--- config.mk ---
export PLATFORM = sky130hd
export DESIGN_NAME = traffic_fsm_multi
export DESIGN_NICKNAME = d
export VERILOG_FILES = /design/src/rtl/traffic_fsm_multi.sv
export SDC_FILE = /design/constraint.sdc
export NUM_CORES = 1
export LEC_CHECK = 0
export ABC_AREA = 1
export BUFFER_PORTS_ARGS = -buffer_cell sky130_fd_sc_hd__clkbuf_2
export CAP_MARGIN = 20
export CORE_MARGIN = 3
export CORE_UTILIZATION = 50
export DETAILED_ROUTE_END_ITERATION = 8
export GPL_ROUTABILITY_DRIVEN = 1
export PLACE_DENSITY_LB_ADDON = 0.25
export SETUP_SLACK_MARGIN = 0.3
export SLEW_MARGIN = 10
export SYNTH_ARGS = -nofsm -noshare
export SYNTH_HDL_FRONTEND = slang
export SYNTH_SLANG_ARGS = --single-unit
--- constraint.sdc ---
create_clock -name clk -period 3.7 [get_ports clk]
set_input_delay 0.37 -clock clk [delete_from_list [all_inputs] [get_ports clk]]
set_output_delay 0.37 -clock clk [all_outputs]
set_load 0.005 [all_outputs]
--- src/rtl/traffic_fsm_multi.sv ---
// traffic_fsm_multi
// Round-robin traffic-light sequencer for NUM_DIR approaches. Each approach
// gets a base green, an optional single sensor-driven extension and a yellow.
// At the end of every cycle a pending pedestrian request is served by a walk
// phase. Phase lengths come from the shared interval timer: this block selects
// the interval, fires a one-cycle start pulse on every state entry and advances
// on the timer's expired pulse.

module traffic_fsm_multi #(
   parameter int NUM_DIR   = 2,
   parameter int SKIP_IDLE = 0
) (
   input  logic                 clk,
   input  logic                 sys_reset,
   input  logic [NUM_DIR-1:0]   sensor_sync_in,
   input  logic                 walkRegister_status,
   input  logic                 prg_sync_in,
   input  logic                 expired,
   output logic                 walkRegister_reset,
   output logic [1:0]           interval_address,
   output logic                 start_timer,
   output logic [3*NUM_DIR:0]   light_signals
);

   localparam int LW = 3*NUM_DIR+1;

   typedef enum logic [2:0] {
      INIT,
      GRN_BASE,
      GRN_EXT,
      YEL,
      WALK
   } state_t;

   state_t          state_q, state_d;
   logic [1:0]      dir_q, dir_d;
   logic            enter_d;
   logic            startTimer_q;
   logic            walkReset_q;
   logic [1:0]      addr_q;
   logic [LW-1:0]   lights_q;

   logic            sensorAtDir;
   logic            nextFound;
   logic [1:0]      nextDir;
   logic            timerDone;

   // Lamp pattern for a given state and active approach: every approach red
   // except the active one during green/yellow, walk lamp only in WALK.
   function automatic logic [LW-1:0] lightsFor(input state_t s, input logic [1:0] d);
      logic [LW-1:0] l;
      l = '0;
      for (int i = 0; i < NUM_DIR; i++) begin
         l[3*i +: 3] = 3'b100;
         if (d == i[1:0]) begin
            if (s == GRN_BASE || s == GRN_EXT) begin
               l[3*i +: 3] = 3'b001;
            end else if (s == YEL) begin
               l[3*i +: 3] = 3'b010;
            end
         end
      end
      l[LW-1] = (s == WALK);
      return l;
   endfunction

   // Timer interval each state runs on; INIT parks the select at tBASE.
   function automatic logic [1:0] addrFor(input state_t s);
      logic [1:0] a;
      case (s)
         GRN_EXT: a = 2'd1;
         YEL:     a = 2'd2;
         WALK:    a = 2'd3;
         default: a = 2'd0;
      endcase
      return a;
   endfunction

   // Sensor of the approach currently holding green, found by scanning so the
   // direction register never indexes past the real sensor width.
   always_comb begin
      sensorAtDir = 1'b0;
      for (int i = 0; i < NUM_DIR; i++) begin
         if (dir_q == i[1:0]) begin
            sensorAtDir = sensor_sync_in[i];
         end
      end
   end

   // Successor approach after yellow. A descending scan leaves the lowest
   // qualifying index; with skipping disabled only dir+1 qualifies, and when
   // nothing qualifies the cycle has ended.
   always_comb begin
      nextFound = 1'b0;
      nextDir   = 2'd0;
      for (int i = NUM_DIR-1; i >= 1; i--) begin
         if (i > int'(dir_q)) begin
            if (SKIP_IDLE == 0) begin
               if (i == int'(dir_q) + 1) begin
                  nextFound = 1'b1;
                  nextDir   = i[1:0];
               end
            end else if (sensor_sync_in[i]) begin
               nextFound = 1'b1;
               nextDir   = i[1:0];
            end
         end
      end
   end

   // An expiry in the same cycle as our own start pulse belongs to the old
   // interval and must not end the phase we just started.
   assign timerDone = expired && !startTimer_q;

   // Next-state selection. enter_d marks every transition, including a
   // reprogram restart into the state we are already in, so the timer is
   // always re-armed on entry.
   always_comb begin
      state_d = state_q;
      dir_d   = dir_q;
      enter_d = 1'b0;
      case (state_q)
         INIT: begin
            state_d = GRN_BASE;
            dir_d   = 2'd0;
            enter_d = 1'b1;
         end
         GRN_BASE: begin
            if (timerDone) begin
               state_d = sensorAtDir ? GRN_EXT : YEL;
               enter_d = 1'b1;
            end
         end
         GRN_EXT: begin
            if (timerDone) begin
               state_d = YEL;
               enter_d = 1'b1;
            end
         end
         YEL: begin
            if (timerDone) begin
               enter_d = 1'b1;
               if (nextFound) begin
                  state_d = GRN_BASE;
                  dir_d   = nextDir;
               end else if (walkRegister_status) begin
                  state_d = WALK;
                  dir_d   = 2'd0;
               end else begin
                  state_d = GRN_BASE;
                  dir_d   = 2'd0;
               end
            end
         end
         WALK: begin
            if (timerDone) begin
               state_d = GRN_BASE;
               dir_d   = 2'd0;
               enter_d = 1'b1;
            end
         end
         default: begin
            state_d = INIT;
            dir_d   = 2'd0;
         end
      endcase
      if (state_q != INIT && prg_sync_in) begin
         state_d = GRN_BASE;
         dir_d   = 2'd0;
         enter_d = 1'b1;
      end
   end

   // State, direction and every output registered together so lamps, interval
   // select and pulses all change on the same edge as the state itself.
   always_ff @(posedge clk or posedge sys_reset) begin
      if (sys_reset) begin
         state_q      <= INIT;
         dir_q        <= 2'd0;
         startTimer_q <= 1'b0;
         walkReset_q  <= 1'b0;
         addr_q       <= 2'd0;
         lights_q     <= lightsFor(INIT, 2'd0);
      end else begin
         state_q      <= state_d;
         dir_q        <= dir_d;
         startTimer_q <= enter_d;
         walkReset_q  <= enter_d && (state_d == WALK);
         addr_q       <= addrFor(state_d);
         lights_q     <= lightsFor(state_d, dir_d);
      end
   end

   assign start_timer        = startTimer_q;
   assign walkRegister_reset = walkReset_q;
   assign interval_address   = addr_q;
   assign light_signals      = lights_q;

endmodule

### Yosys cells after proc, flatten, opt, wreduce, memory -nomap -nowiden

Index checks and enable logic that the tools add are counted.

* $add $sub $neg: 1
* magnitude comparators: 1
* equal/unequal tests: 11
* multiplexer cells: 28
* reductions and logical operators: 11

Operator list (number)
* two-way mux 3 bit: 11
* case mux 3 bit (5 select lines): 1
* == test 3 x 2 -> 1 bit (second input constant): 4
* case mux 2 bit (3 select lines): 2
* two-way mux 1 bit: 9
* two-way mux 2 bit: 4
* == test 3 x 1 -> 1 bit (second input constant): 2
* == test 3 bit (second input constant): 2
* == test 2 x 1 -> 1 bit (second input constant): 2
* logical NOT 2 bit: 2
* OR reduction 4 bit: 1
* adder 2 x 1 -> 3 bit (second input constant): 1
* == test 1 x 3 -> 1 bit (first input constant): 1
* logical AND 1 bit: 3
* logical NOT 3 bit: 1
* nonzero test 3 bit: 1
* > comparator 1 x 2 -> 1 bit (first input constant): 1
* case mux 1 bit (2 select lines): 1
* OR reduction 2 bit: 1
* logical NOT 1 bit: 1
* logical OR 1 bit: 1

* register bits: 16
* output and inout port bits: 11
* logic and storage cells: 58

### Logic depth before layout (Yosys ltp)

* depth in word-level cells: 12
* depth in mapped cells: 9

### Least setup slack after synthesis

Ideal clock, no wire load.

* kind: register to register
* start point: register state_q[0]
* end point: register lights_q[0], in the netlist light_signals[0]
* data arrival time: 1122 ps
* data required time: 3579 ps
* slack: 2457 ps
* stages on the path, launching flop included: 9
* buffers on the path: 0
* period minus slack after synthesis: 1243 ps
* cell sequence: dfrtp_1 > nor2_4 > nand2_2 > nand2_4 > nand2_2 > nor2_4 > inv_1 > nand2_1 > a21oi_1

* word-level cells in the longest chain between the ends: 7
* elaborated cells between the ends (all ways): 22

RTL lines
* from (decl): RTL line 35 `state_t state_q, state_d;`
* from (signal assigned): RTL line 185 `state_q <= state_d;`
* == test 3 bit, or another cell as far along: RTL line 122 `case (state_q)`
* case mux 3 bit (5 select lines) / logical AND 1 bit (equally long branches): RTL line 122, 167
* two-way mux 3 bit *: RTL line 167 `if (state_q != INIT && prg_sync_in) begin`
* via state_d[1]: RTL line 35
* == test 3 x 1 -> 1 bit / == test 3 x 2 -> 1 bit (equally long branches): RTL line 56 `if (s == GRN_BASE || s == GRN_EXT) begin`
* logical OR 1 bit *: RTL line 56
* two-way mux 3 bit *: RTL line 56
* two-way mux 3 bit *: RTL line 55 `if (d == i[1:0]) begin`
* to (signal assigned): RTL line 183 `lights_q <= lightsFor(INIT, 2'd0);`
* to (signal assigned): RTL line 190 `lights_q <= lightsFor(state_d, dir_d);`
* to (decl): RTL line 41 `logic [LW-1:0] lights_q;`

The timed path passes the listed nets; every way through them passes the cells marked *.

### Final worst setup path

* start point: register state_q[2]
* end point: register lights_q[1], in the netlist light_signals[1]

* word-level cells in the longest chain between the ends: 7
* elaborated cells between the ends (all ways): 24

RTL lines
* == test 3 bit, or another cell as far along: RTL line 122
* case mux 3 bit (5 select lines) / logical AND 1 bit (equally long branches): RTL line 122, 167
* two-way mux 3 bit: RTL line 167
* == test 3 x 2 -> 1 bit, or another cell as far along: RTL line 58 `end else if (s == YEL) begin`
* two-way mux 3 bit / logical OR 1 bit (equally long branches): RTL line 58, 56
* two-way mux 3 bit: RTL line 56
* two-way mux 3 bit *: RTL line 55

Mark *: on every way between the ends. The rest lies on a longest branch, timed or not.

==> qor.yml <==
max_stage_delay_ns: 0.46
cp_max_fo: 6
crit_path_cell_trace: "inv_2 -> nand3_1 -> a21oi_1 -> o21ai_1 -> nand2_1 -> nor2_1"
cap_violations: 0
critical_path_arrival_ns: 1.57
postCtsSetupRepairBufs: 0
dieArea_mm2: 0.002100
crit_buf_inv: 1
antenna_found_initial: 0
grt.total_usage_pct: 18.19
routabilityCongestion: 0.8978
dr.pass1.iters: 4
cts_resized: 0
post-route-min-period_ns: 1.392
cts_root_buf: "clkbuf_4"
fp.coreArea_mm2: 0.001399
power.leakage_nw: 0.5433
ys_warn_count: 0
grt_max_degree: 17
drv_slew: 0
wire_per_inst_um: 11.80
path_delay_family: "flip-flops"
fp.dieH_um: 45.83
diodes: 0
syn_area_per_cell_um2: 8.178
place_hpwl_um: 1254
hold_class: "in2async"
tightest_slew_ns: 0.5813
port_buffers: 17
numClockSinks: 16
nets: 126
whs_ns: 0.1096
start_util_pct: 56.71
fin_skew_ns: 0.005485
vias: 689
critPathSlowestCell: "dfrtp_1"
drc_errors: 0
rows: 13
drt-initial-drc-count: 23
antenna_left: 0
powerDensity_mw_per_mm2: 604.6
cts_hold_buf: 0
stdcell_area_um2: 923.4
synth_area_leader_cell: "dfrtp_1"
cts_buffers: 3
tns_ns: 0
syn_nets: 104
fmax_ghz: 0.7182
seq_area_frac_synth_pct: 50.79
ys_seq_elements: 16
period_share_pct: 37.63
synth_area_leaders: "dfrtp_1, nand2_1, inv_1"
die_w_um: 45.83
startpoint: "state_q[2]"
peakVddDrop_v: 0.0003491
rr_endpoint: "light_signals[1]"
syn_inst: 97
cp_data_required_time_ns: 3.88
end_kind: "flip-flop"
status: "finished clean"
synth.distinct_cells: 16
overflow: 0
h-tree-depth: 1
avgViaCountPerCell: 5.180
worstSetupStartpointType: "flip-flop"
path_class: "reg2reg"
final-setup-viol-count: 0
cts_tree: "yes"
cp-endpoint: "light_signals[1]"
areaGrowthSynthToFinish_pct: 16.40
cp.depth: 6
reg2reg_slack_ns: 2.31
synth_top_area_share_pct: 44.16
final_common_cell: "nand2_1"
finalHoldViolations: 0
rsz0062_at_grt: "no"
clk_latency_ns: 0.29
design.portCount: 18
worstReg2RegStart: "state_q[2]"
slew_headroom_pct: 61.20
ctsLongestPathBuffers: 2
dpl_cell_area_um2: 897.1
worst-r2r-cell-count: 6
netlist_area_um2: 793.3
drive_above_1_share_pct: 27.12
clkTransAtPathRegs_ns: 0.09
grt_pass1_vias: 674
finalWirelength_um: 1570
grt_pass1_wl_um: 2704
final_cell_mix: "nand2_1, clkbuf_2, inv_1"
cell type report:
| type | instances | area (um2) |
|---|---|---|
| multi-input cells | 64 | 326.6 |
| clock buffers | 4 | 26.28 |
| inverters | 17 | 63.81 |
| well taps | 15 | 18.77 |
| repair buffers | 17 | 85.08 |
| fillers | 115 | 475.5 |
| flip-flops and latches | 16 | 402.9 |
metrics by stage:
| step | util [%] | power [W] | setup WS [ns] | std cells |
|---|---|---|---|---|
| floorplan | - | 0.0004044 | 2.457 | 97 |
| global placement | 64.13 | 0.0004573 | 2.305 | 129 |
| detailed placement | 64.13 | 0.0004685 | 2.287 | 129 |
| CTS | 66.01 | 0.0005633 | 2.316 | 133 |
| global route | 66.01 | 0.0006040 | 2.137 | 133 |
| finish | 66.01 | 0.0005583 | 2.308 | 133 |
state kept, by name, indices dropped and copies added, names as in the netlist:
register,count
start_timer,1
interval_address,2
walkRegister_reset,1
light_signals,7
state_q,3
dir_q,2
cells by family (layout without fill, tap and decap cells):
kind of cell / after synthesis / count (layout) / synth area share (%)
simple gates: 52 / 52 / 33.28
buf+inv: 17 / 38 / 8.044
flops: 16 / 16 / 50.79
compound gates: 12 / 12 / 7.886
worst min-delay path by stage:
stage / depth (start not counted) / to / start / slack [ns]
2_1_floorplan: 1 / dir_q[0] / sys_reset / 0.28
3_3_place_gp: 2 / light_signals[6] / sys_reset / 0.43
3_5_place_dp: 2 / light_signals[6] / sys_reset / 0.44
4_1_cts: 2 / state_q[2] / sys_reset / 0.12
5_1_grt: 2 / start_timer / sys_reset / 0.14
6_report: 2 / interval_address[1] / sys_reset / 0.11
cell usage after synthesis, drive strengths merged:
cell type,count
nand4,2
dfstp,2
inv,17
nand2,27
o21bai,1
o21ai,5
dfrtp,14
nor2,10
nand3,13
a21oi,6
per-layer routing:
metal  track usage [%]  wire, um  vias up
li1                  -         -      347
met1             20.35       623      307
met2             30.92       773       31
met3             7.510       138        4
met4             6.250        34        0
met5                 0         0        -
power by group:
group	switching (W)	total [W]	internal, W	leakage (nW)
clock network	0.0000510	0.0000929	0.0000419	0.0150
registers	0.0000298	0.000241	0.000211	0.204
logic	0.000141	0.000224	0.0000833	0.324
(Power assumes the default switching activity.)
